[src/rtl/run_ctrl_pkg.sv]
// Shared types and defaults for the uProcessor run controller.
// Define RUN_CTRL_TRACE_EN to build the PC history buffer.
package run_ctrl_pkg;

   typedef enum logic [1:0] {
      HOLD    = 2'd0,
      RUN     = 2'd1,
      DONE    = 2'd2,
      TIMEOUT = 2'd3
   } run_state_t;

   localparam int unsigned DEF_PC_W         = 8;
   localparam int unsigned DEF_HOLD_CYCLES  = 4;
   localparam int unsigned DEF_STALL_CYCLES = 3;
   localparam int unsigned DEF_MAX_CYCLES   = 100;
   localparam int unsigned DEF_CNT_W        = 16;
   localparam int unsigned DEF_TRACE_DEPTH  = 8;

   // Index width that never collapses to zero bits for tiny ranges.
   function automatic int unsigned clog2_min1(input int unsigned n);
      return (n <= 2) ? 1 : $clog2(n);
   endfunction

endpackage

[src/rtl/run_ctrl_pc_trace_buf.sv]
// Circular PC history: one write per enabled cycle, read relative to newest entry.
// Only instantiated when RUN_CTRL_TRACE_EN is defined.
module pc_trace_buf
   import run_ctrl_pkg::*;
#(
   parameter int unsigned DATA_W = DEF_PC_W,
   parameter int unsigned DEPTH  = DEF_TRACE_DEPTH,
   localparam int unsigned IDX_W = clog2_min1(DEPTH)
) (
   input  logic              clk,
   input  logic              reset_i,
   input  logic              wr_en_i,
   input  logic [DATA_W-1:0] wr_data_i,
   input  logic [IDX_W-1:0]  rd_idx_i,
   output logic [DATA_W-1:0] rd_data_o
);

   logic [DATA_W-1:0] mem_q [DEPTH];
   logic [IDX_W-1:0]  wr_ptr_q, wr_ptr_d;
   logic [IDX_W-1:0]  rd_addr;

   assign wr_ptr_d  = (wr_ptr_q == IDX_W'(DEPTH - 1)) ? '0 : wr_ptr_q + IDX_W'(1);
   assign rd_addr   = wr_ptr_q - IDX_W'(1) - rd_idx_i;
   assign rd_data_o = mem_q[rd_addr];

   // NOTE: sequential state uses <= so every register samples pre-edge values.
   // NOTE: the array is reset (flop-based, not a RAM) because unwritten entries must read 0.
   always_ff @(posedge clk) begin
      if (reset_i) begin
         wr_ptr_q <= '0;
         for (int i = 0; i < int'(DEPTH); i++) mem_q[i] <= '0;
      end else if (wr_en_i) begin
         wr_ptr_q        <= wr_ptr_d;
         mem_q[wr_ptr_q] <= wr_data_i;
      end
   end

endmodule

[src/rtl/run_ctrl.sv]
// Run controller: sequences core reset release, counts run cycles, detects halt/timeout.
// Optional PC history buffer when RUN_CTRL_TRACE_EN is defined.
module run_ctrl
   import run_ctrl_pkg::*;
#(
   parameter int unsigned PC_W         = DEF_PC_W,
   parameter int unsigned HOLD_CYCLES  = DEF_HOLD_CYCLES,
   parameter int unsigned STALL_CYCLES = DEF_STALL_CYCLES,
   parameter int unsigned MAX_CYCLES   = DEF_MAX_CYCLES,
   parameter int unsigned CNT_W        = DEF_CNT_W,
   parameter int unsigned TRACE_DEPTH  = DEF_TRACE_DEPTH
) (
   input  logic                                 clk,
   input  logic                                 Reset,
   input  logic [PC_W-1:0]                      pc,
   input  logic                                 pc_valid,
   input  logic                                 stop_req,
   output logic                                 core_nReset,
   output logic                                 running,
   output logic                                 done,
   output logic                                 timeout,
   output logic [CNT_W-1:0]                     cycle_cnt,
   input  logic [clog2_min1(TRACE_DEPTH)-1:0]   trace_idx,
   output logic [PC_W-1:0]                      trace_pc
);

   localparam int unsigned HOLD_W  = clog2_min1(HOLD_CYCLES);
   localparam int unsigned STALL_W = clog2_min1(STALL_CYCLES + 1);

   run_state_t         state_q, state_d;
   logic [HOLD_W-1:0]  hold_cnt_q, hold_cnt_d;
   logic [STALL_W-1:0] stall_cnt_q, stall_cnt_d;
   logic [PC_W-1:0]    last_pc_q, last_pc_d;
   logic [CNT_W-1:0]   cycle_cnt_q, cycle_cnt_d;
   logic               core_nreset_q, core_nreset_d;

   always_ff @(posedge clk) begin
      if (Reset) begin
         state_q       <= HOLD;
         hold_cnt_q    <= '0;
         stall_cnt_q   <= '0;
         last_pc_q     <= '0;
         cycle_cnt_q   <= '0;
         core_nreset_q <= 1'b0;
      end else begin
         state_q       <= state_d;
         hold_cnt_q    <= hold_cnt_d;
         stall_cnt_q   <= stall_cnt_d;
         last_pc_q     <= last_pc_d;
         cycle_cnt_q   <= cycle_cnt_d;
         core_nreset_q <= core_nreset_d;
      end
   end

   // NOTE: every comb output gets a default first so no path can infer a latch.
   always_comb begin
      state_d     = state_q;
      hold_cnt_d  = hold_cnt_q;
      stall_cnt_d = stall_cnt_q;
      last_pc_d   = last_pc_q;
      cycle_cnt_d = cycle_cnt_q;
      unique case (state_q)
         HOLD: begin
            hold_cnt_d = hold_cnt_q + HOLD_W'(1);
            if (hold_cnt_q == HOLD_W'(HOLD_CYCLES - 1)) state_d = RUN;
         end
         RUN: begin
            cycle_cnt_d = (cycle_cnt_q == '1) ? cycle_cnt_q : cycle_cnt_q + CNT_W'(1);
            if (pc_valid) begin
               last_pc_d   = pc;
               stall_cnt_d = (pc == last_pc_q) ? stall_cnt_q + STALL_W'(1) : STALL_W'(1);
            end
            // Halt outranks budget expiry on the same edge.
            if (stop_req || (stall_cnt_d == STALL_W'(STALL_CYCLES))) state_d = DONE;
            else if (cycle_cnt_q == CNT_W'(MAX_CYCLES - 1))           state_d = TIMEOUT;
         end
         DONE, TIMEOUT: state_d = state_q;
         default:       state_d = HOLD;
      endcase
      core_nreset_d = (state_d != HOLD);
   end

   always_comb begin
      core_nReset = core_nreset_q;
      running     = (state_q == RUN);
      done        = (state_q == DONE);
      timeout     = (state_q == TIMEOUT);
      cycle_cnt   = cycle_cnt_q;
   end

`ifdef RUN_CTRL_TRACE_EN
   logic trace_wr_en;
   assign trace_wr_en = (state_q == RUN) && pc_valid;

   pc_trace_buf #(
      .DATA_W (PC_W),
      .DEPTH  (TRACE_DEPTH)
   ) u_trace (
      .clk       (clk),
      .reset_i   (Reset),
      .wr_en_i   (trace_wr_en),
      .wr_data_i (pc),
      .rd_idx_i  (trace_idx),
      .rd_data_o (trace_pc)
   );
`else
   logic unused_trace_idx;
   assign unused_trace_idx = ^trace_idx;
   assign trace_pc         = '0;
`endif

endmodule

[config.mk]
export PLATFORM = sky130hd
export DESIGN_NAME = run_ctrl
export DESIGN_NICKNAME = d
export VERILOG_FILES = /design/src/rtl/run_ctrl_pkg.sv /design/src/rtl/run_ctrl_pc_trace_buf.sv /design/src/rtl/run_ctrl.sv
export SDC_FILE = /design/constraint.sdc
export NUM_CORES = 1
export LEC_CHECK = 0
export ABC_AREA = 1
export BUFFER_PORTS_ARGS = -buffer_cell sky130_fd_sc_hd__buf_2
export CORE_ASPECT_RATIO = 0.8
export CORE_UTILIZATION = 50
export CTS_BUF_LIST = sky130_fd_sc_hd__clkbuf_4
export CTS_CLUSTER_DIAMETER = 60
export CTS_CLUSTER_SIZE = 40
export DETAILED_ROUTE_END_ITERATION = 6
export HOLD_SLACK_MARGIN = 0.15
export PLACE_DENSITY = 0.82
export SYNTH_ARGS = -nofsm -noshare
export SYNTH_HDL_FRONTEND = slang
export SYNTH_SLANG_ARGS = --single-unit
export TNS_END_PERCENT = 100
[constraint.sdc]
create_clock -name clk -period 3.3 [get_ports clk]
set_clock_uncertainty 0.1 [all_clocks]
set_input_delay 0.66 -clock clk [delete_from_list [all_inputs] [get_ports clk]]
set_output_delay 0.66 -clock clk [all_outputs]
set_load 0.005 [all_outputs]
==> qor.yml, run 1 <==
status:
  status: "finished, violations left"
  violations: "DRC"
place:
  gp_congestion: 0.928
  dp_cells: 325
  dp.final_hpwl_mm: 2.63
  numPortBuffers: 31
power:
  leakagePower_uw: 0.000866
  ir_drop_v: 0.000340
  p_per_area_nw_per_um2: 425
logic_synthesis:
  syn_inst: 261
  yosysWarningCount: 0
  ys_top_cells_by_area: "dfxtp_1 (35%), nand2_1 (14%), inv_1 (6.7%), a21oi_1 (6.2%), nand3_1 (5.3%)"
  synth_common_cells: "nand2_1 (66), inv_1 (32), dfxtp_1 (31)"
  syn_area_sq_um: 1790
  yosysMostFrequentCell: "nand2_1"
  synth_ff_type: "dfxtp_1"
  ys_async_sr_fraction_pct: 0
  synth.largest_area_cell: "dfxtp_1"
  avgSynthCellArea_sq_um: 6.85
  synth_edf_count: 0
  ys_types: 29
  ys_seq_area_share_pct: 34.7
  synth_top_area_share_pct: 34.7
  synth-seq-cells: 31
timing:
  setup_viol: 0
  period_share_pct: 62.4
  max_freq_ghz: 0.486
  slew_viol_final: 0
  final_hold_viol_count: 0
  fin_tns_setup_ns: 0
  rsz0062_at_grt: "false"
  min_period_ns: 2.06
critical_path:
  r2r_slack_ns: 1.31
  path_buf_inv: 2
  critPathRequiredTime_ns: 2.54
  cp.arrival_ns: 1.30
  cp.depth: 3
  r2r-start: "cycle_cnt[0]"
  path_cells: "inv_1 -> nor2_4 -> buf_2"
  reg2regPathDepth: 8
  critical_path.slowest_cell: "dfxtp_1"
  critPathCaptureType: "output pin"
  rr_endpoint: "cycle_cnt[0]"
  cp-start-kind: "flip-flop"
  path_class: "reg -> out"
  slowest_delay_ns: 0.42
  crit_fanout: 11
  crit_family: "flip-flops"
die:
  chipHeight_um: 55.5
  die_w_um: 68.9
  io_pins: 43
  rows: 19
  dieArea_sq_um: 3820
  coreArea_sq_um: 3420
  start_util_pct: 52.2
cells_and_area:
  layout.nets: 307
  drive_above_1_share_pct: 16.2
  n_antenna_cell: 0
  area_growth_pct: 11.2
  fin_cells: 333
worst_hold_path:
  hold_end: "last_pc_q[6]"
  hold_path_depth: 2
  min-delay-path-class: "reg -> reg"
  hp-start: "last_pc_q[6]"
global_routing:
  grt_overflow_total: 0
  grt_max_degree: 20
  grt_pass1_wl_mm: 6.56
  antenna_found_initial: 0
  grt_pass1_vias: 1520
  track_usage_pct: 22.4
clock_tree:
  postCtsSetupRepairBufs: 0
  hold_buffers: 0
  clock_latency_ns: 0.33
  clock_path_buffers: 2
  post_cts_resized: 0
  htree_levels: 2
  cts.reportedPaths.clkPinSlew_ns: 0.11
  cts_root_buf: "clkbuf_4"
  cts_tree: "done"
  cts_made_buffers: 5
  clkSinkCount: 31
routing:
  finalWirelength_mm: 3.66
  drtPass1Iterations: 7
  vias_per_cell: 5.03
  post-route-drc-count: 2
  vias: 1674
  first_iter_violations: 154
  ant_nets: 0
  wl_per_cell_um: 11.0
flow_run:
  drv_cap: 0
==> worst min-delay path: stages, from the launching register on <==
cell and delay (ns):
dfxtp_1 0.33, inv_1 0.06, a21oi_1 0.05
==> sequential cells by signal, indices dropped and copies added (netlist names) <==
register     count
cycle_cnt       16
last_pc_q        8
hold_cnt_q       2
stall_cnt_q      2
state_q          2
core_nReset      1
==> metrics by stage <==
| stage | utilization (%) | hold WS (ns) | setup slack (ns) | total power, uW | area, sq um |
|---|---|---|---|---|---|
| CTS | 58.1 | 0.383 | 1.23 | 848 | 1990 |
| global placement | 55.8 | 0.358 | 1.36 | 557 | 1910 |
| detailed placement | 55.8 | 0.369 | 1.33 | 561 | 1910 |
| finish | 58.1 | 0.380 | 1.24 | 844 | 1990 |
| floorplan | - | 0.344 | 1.63 | 540 | 1810 |
| global route | 58.1 | 0.413 | 1.13 | 887 | 1990 |
==> how the worst max path moves through the flow <==
stage / start / end / slack, ns
2_1_floorplan: cycle_cnt[0] / cycle_cnt[11] / 1.63
3_3_place_gp: cycle_cnt[0] / cycle_cnt[0] / 1.36
3_5_place_dp: cycle_cnt[0] / cycle_cnt[0] / 1.33
4_1_cts: state_q[0] / running / 1.23
5_1_grt: cycle_cnt[0] / cycle_cnt[0] / 1.13
6_report: state_q[0] / running / 1.24
==> area by class of cell <==
class                           count  area [sq um]
Fill cell                         332          1440
Multi-Input combinational cell    187           953
Sequential cell                    31           621
Timing Repair Buffer               31           155
Inverter                           34           130
Tap cell                           42          52.6
Clock inverter                      3          38.8
Clock buffer                        5          37.5
==> cells in the final DEF (no fill, tap or decap), types with 6 or more instances in the layout <==
cell type	n
a21oi_1	22
buf_2	31
conb_1	8
dfxtp_1	31
inv_1	32
nand2_1	66
nand3_1	19
nor2_1	17
nor3_1	6
o21ai_0	13
xnor2_1	9
xor2_1	7
==> metal layers <==
layer | routed length [um] | track usage, %
met5 | 0 | 0
met4 | 36 | 9.04
met2 | 1580 | 31.3
met1 | 1840 | 32.7
met3 | 210 | 5.17
==> report_power, final <==
part / switching (uW) / internal, uW / total, uW
combinational: 83.4 / 48.7 / 132
sequential: 21.7 / 400 / 421
clock: 135 / 156 / 291
==> logic make-up after synthesis <==
group | after synthesis | share of synthesized area (%)
xor gates and xnor gates | 16 | 7.84
other | 1 | 0.210
and+or+nand+nor | 123 | 31.2
adders and majority gates | 2 | 1.40
buffers and inverters | 50 | 13.4
DFF | 31 | 34.7
AOI/OAI and AO/OA | 38 | 11.2
Note: power is estimated with default switching activity, not from simulation.
==> run 2, diff against run 1 <==
- PLACE_DENSITY: 0.82 -> 0.85
- clock period: 3.3 -> 1.8 ns (I/O delays scaled with it)
==> qor.yml, run 2 (synthesis gave the netlist of run 1 again) <==
timing:
  setup_viol: 0  # unchanged
  fin_tns_setup_ns: 0  # unchanged
  final_hold_viol_count: 0  # unchanged
  fin_hold_ws_ns: 0.176  # was 0.380 ns
  max_freq_ghz: 0.585
  slew_viol_final: 0  # unchanged
  period_share_pct: 95.0
  min_period_ns: 1.71
global_routing:
  met2_usage_pct: 30.9  # was 31.3%
  track_usage_pct: 22.1  # was 22.4%
  grt_overflow_total: 0  # unchanged
  grtUsageMet1_pct: 30.5  # was 32.7%
  grt_pass1_wl_mm: 6.31  # was 6.56 mm
  grt-busiest-layer: "met2"  # was met1
  antenna_found_initial: 0  # unchanged
  grt_max_degree: 19  # was 20
  grt_pass1_vias: 1469  # was 1520
  use_met3_pct: 8.26  # was 5.17%
critical_path:
  path_class: "reg -> out"  # unchanged
  cp.arrival_ns: 1.25  # was 1.30 ns
  crit_start: "state_q[0]"  # unchanged
  critPathRequiredTime_ns: 1.34  # was 2.54 ns
  crit_fanout: 6  # was 11
  r2r-start: "cycle_cnt[1]"  # was cycle_cnt[0]
  critPathCaptureType: "output pin"  # unchanged
  cp-start-kind: "flip-flop"  # unchanged
cells_and_area:
  final_cell_mix: "nand2_1 (66), inv_1 (32), buf_2 (31)"  # was nand2_1 (66), inv_1 (32), dfxtp_1 (31), buf_2 (31), a21oi_1 (22)
  area_growth_pct: 15.5  # was 11.2%
  layout.nets: 317  # was 307
  utilization_pct: 60.3  # was 58.1%
  n_antenna_cell: 0  # unchanged
  fin_cells: 343  # was 333
  final_common_cell: "nand2_1"  # unchanged
  drive_above_1_share_pct: 19.3  # was 16.2%
  largest_reg_flops: 16  # unchanged
  fin_area_sq_um: 2060  # was 1990 sq um
place:
  numPortBuffers: 31  # unchanged
  gp_congestion: 0.873  # was 0.928
  dp.final_hpwl_mm: 2.72  # was 2.63 mm
  dp_cells: 333  # was 325
  placed_area_sq_um: 1970  # was 1910 sq um
die:
  die_w_um: 68.9  # unchanged
  chipHeight_um: 55.5  # unchanged
  dieArea_sq_um: 3820  # unchanged
  coreArea_sq_um: 3420  # unchanged
  start_util_pct: 52.2  # unchanged
  io_pins: 43  # unchanged
  rows: 19  # unchanged
routing:
  vias_per_cell: 4.96  # was 5.03
  drtPass1Iterations: 4  # was 7
  finalWirelength_mm: 3.74  # was 3.66 mm
  wl_per_cell_um: 10.9  # was 11.0 um
  post-route-drc-count: 0  # was 2
  vias: 1702  # was 1674
  ant_nets: 0  # unchanged
  first_iter_violations: 147  # was 154
clock_tree:
  cts_made_buffers: 5  # unchanged
  cts_tree: "done"  # unchanged
  htree_levels: 2  # unchanged
  clock_path_buffers: 2  # unchanged
  clkSinkCount: 31  # unchanged
  cts.reportedPaths.clkPinSlew_ns: 0.09  # was 0.11 ns
  cts_root_buf: "clkbuf_4"  # unchanged
  clock_latency_ns: 0.34  # was 0.33 ns
status:
  status: "completed"  # was finished, violations left
power:
  ir_drop_v: 0.000644  # was 0.000340 V
  leakagePower_uw: 0.000919  # was 0.000866 uW
  p_per_area_nw_per_um2: 762  # was 425 nW/um^2
flow_run:
  drv_cap: 0  # unchanged
worst_hold_path:
  hp-start: "stop_req"  # was last_pc_q[6]
  min-delay-path-class: "in -> reg"  # was reg -> reg
-- run 2: cell types whose count changed in the layout (fill, tap and decap cells not counted), sizes merged --
cell,previous run,this run
buf,31,41
-- run 2: repair_timing --
action | CTS | global route
resized for setup | 0 | 1
setup buffers | 0 | 2
endpoints found under the setup margin | 0 | 1
hold buffers | 0 | 0
-- run 2: per-layer routing --
layer / vias to the layer above / routed length [um]
li1: 893 / -
met1: 759 / 1880
met2: 42 / 1590
met3: 8 / 218
met4: 0 / 50
met5: - / 0
-- run 2: worst paths after layout --
| check | slack, ns | cells after the start | to |
|---|---|---|---|
| worst min register to register | 0.38 | 2 | last_pc_q[5] |
| worst max register to register | 0.14 | 8 | cycle_cnt[0] |
| worst max-delay path | 0.09 | 4 | running |
| worst min-delay path | 0.18 | 4 | state_q[0] |
-- run 2: through the flow --
stage	setup WS, ns	power (uW)
finish	0.0903	1570
global placement	0.188	1030
global route	-0.0217	1660
CTS	0.0101	1570
floorplan	0.133	990
detailed placement	0.150	1040
-- run 2: area by class of cell --
class	instances	area [sq um]
fillers	317	1360
multi-input cells	187	953
flip-flops and latches	31	622
repair buffers	41	230
inverters	34	130
well taps	42	52.6
clock inverters	3	38.8
clock buffers	5	37.5
-- run 2: where the power goes --
part           total, uW  switching (uW)  internal, uW
Sequential           767            33.1           734
Combinational        274             164           110
Clock                533             247           285
Total               1570             444          1130
-- run 2: worst max-delay path, cell delays in order, from the launching register on --
cell and delay (ns):
dfxtp_2 0.38, inv_1 0.09, nor2_4 0.17, buf_4 0.17, buf_2 0.11
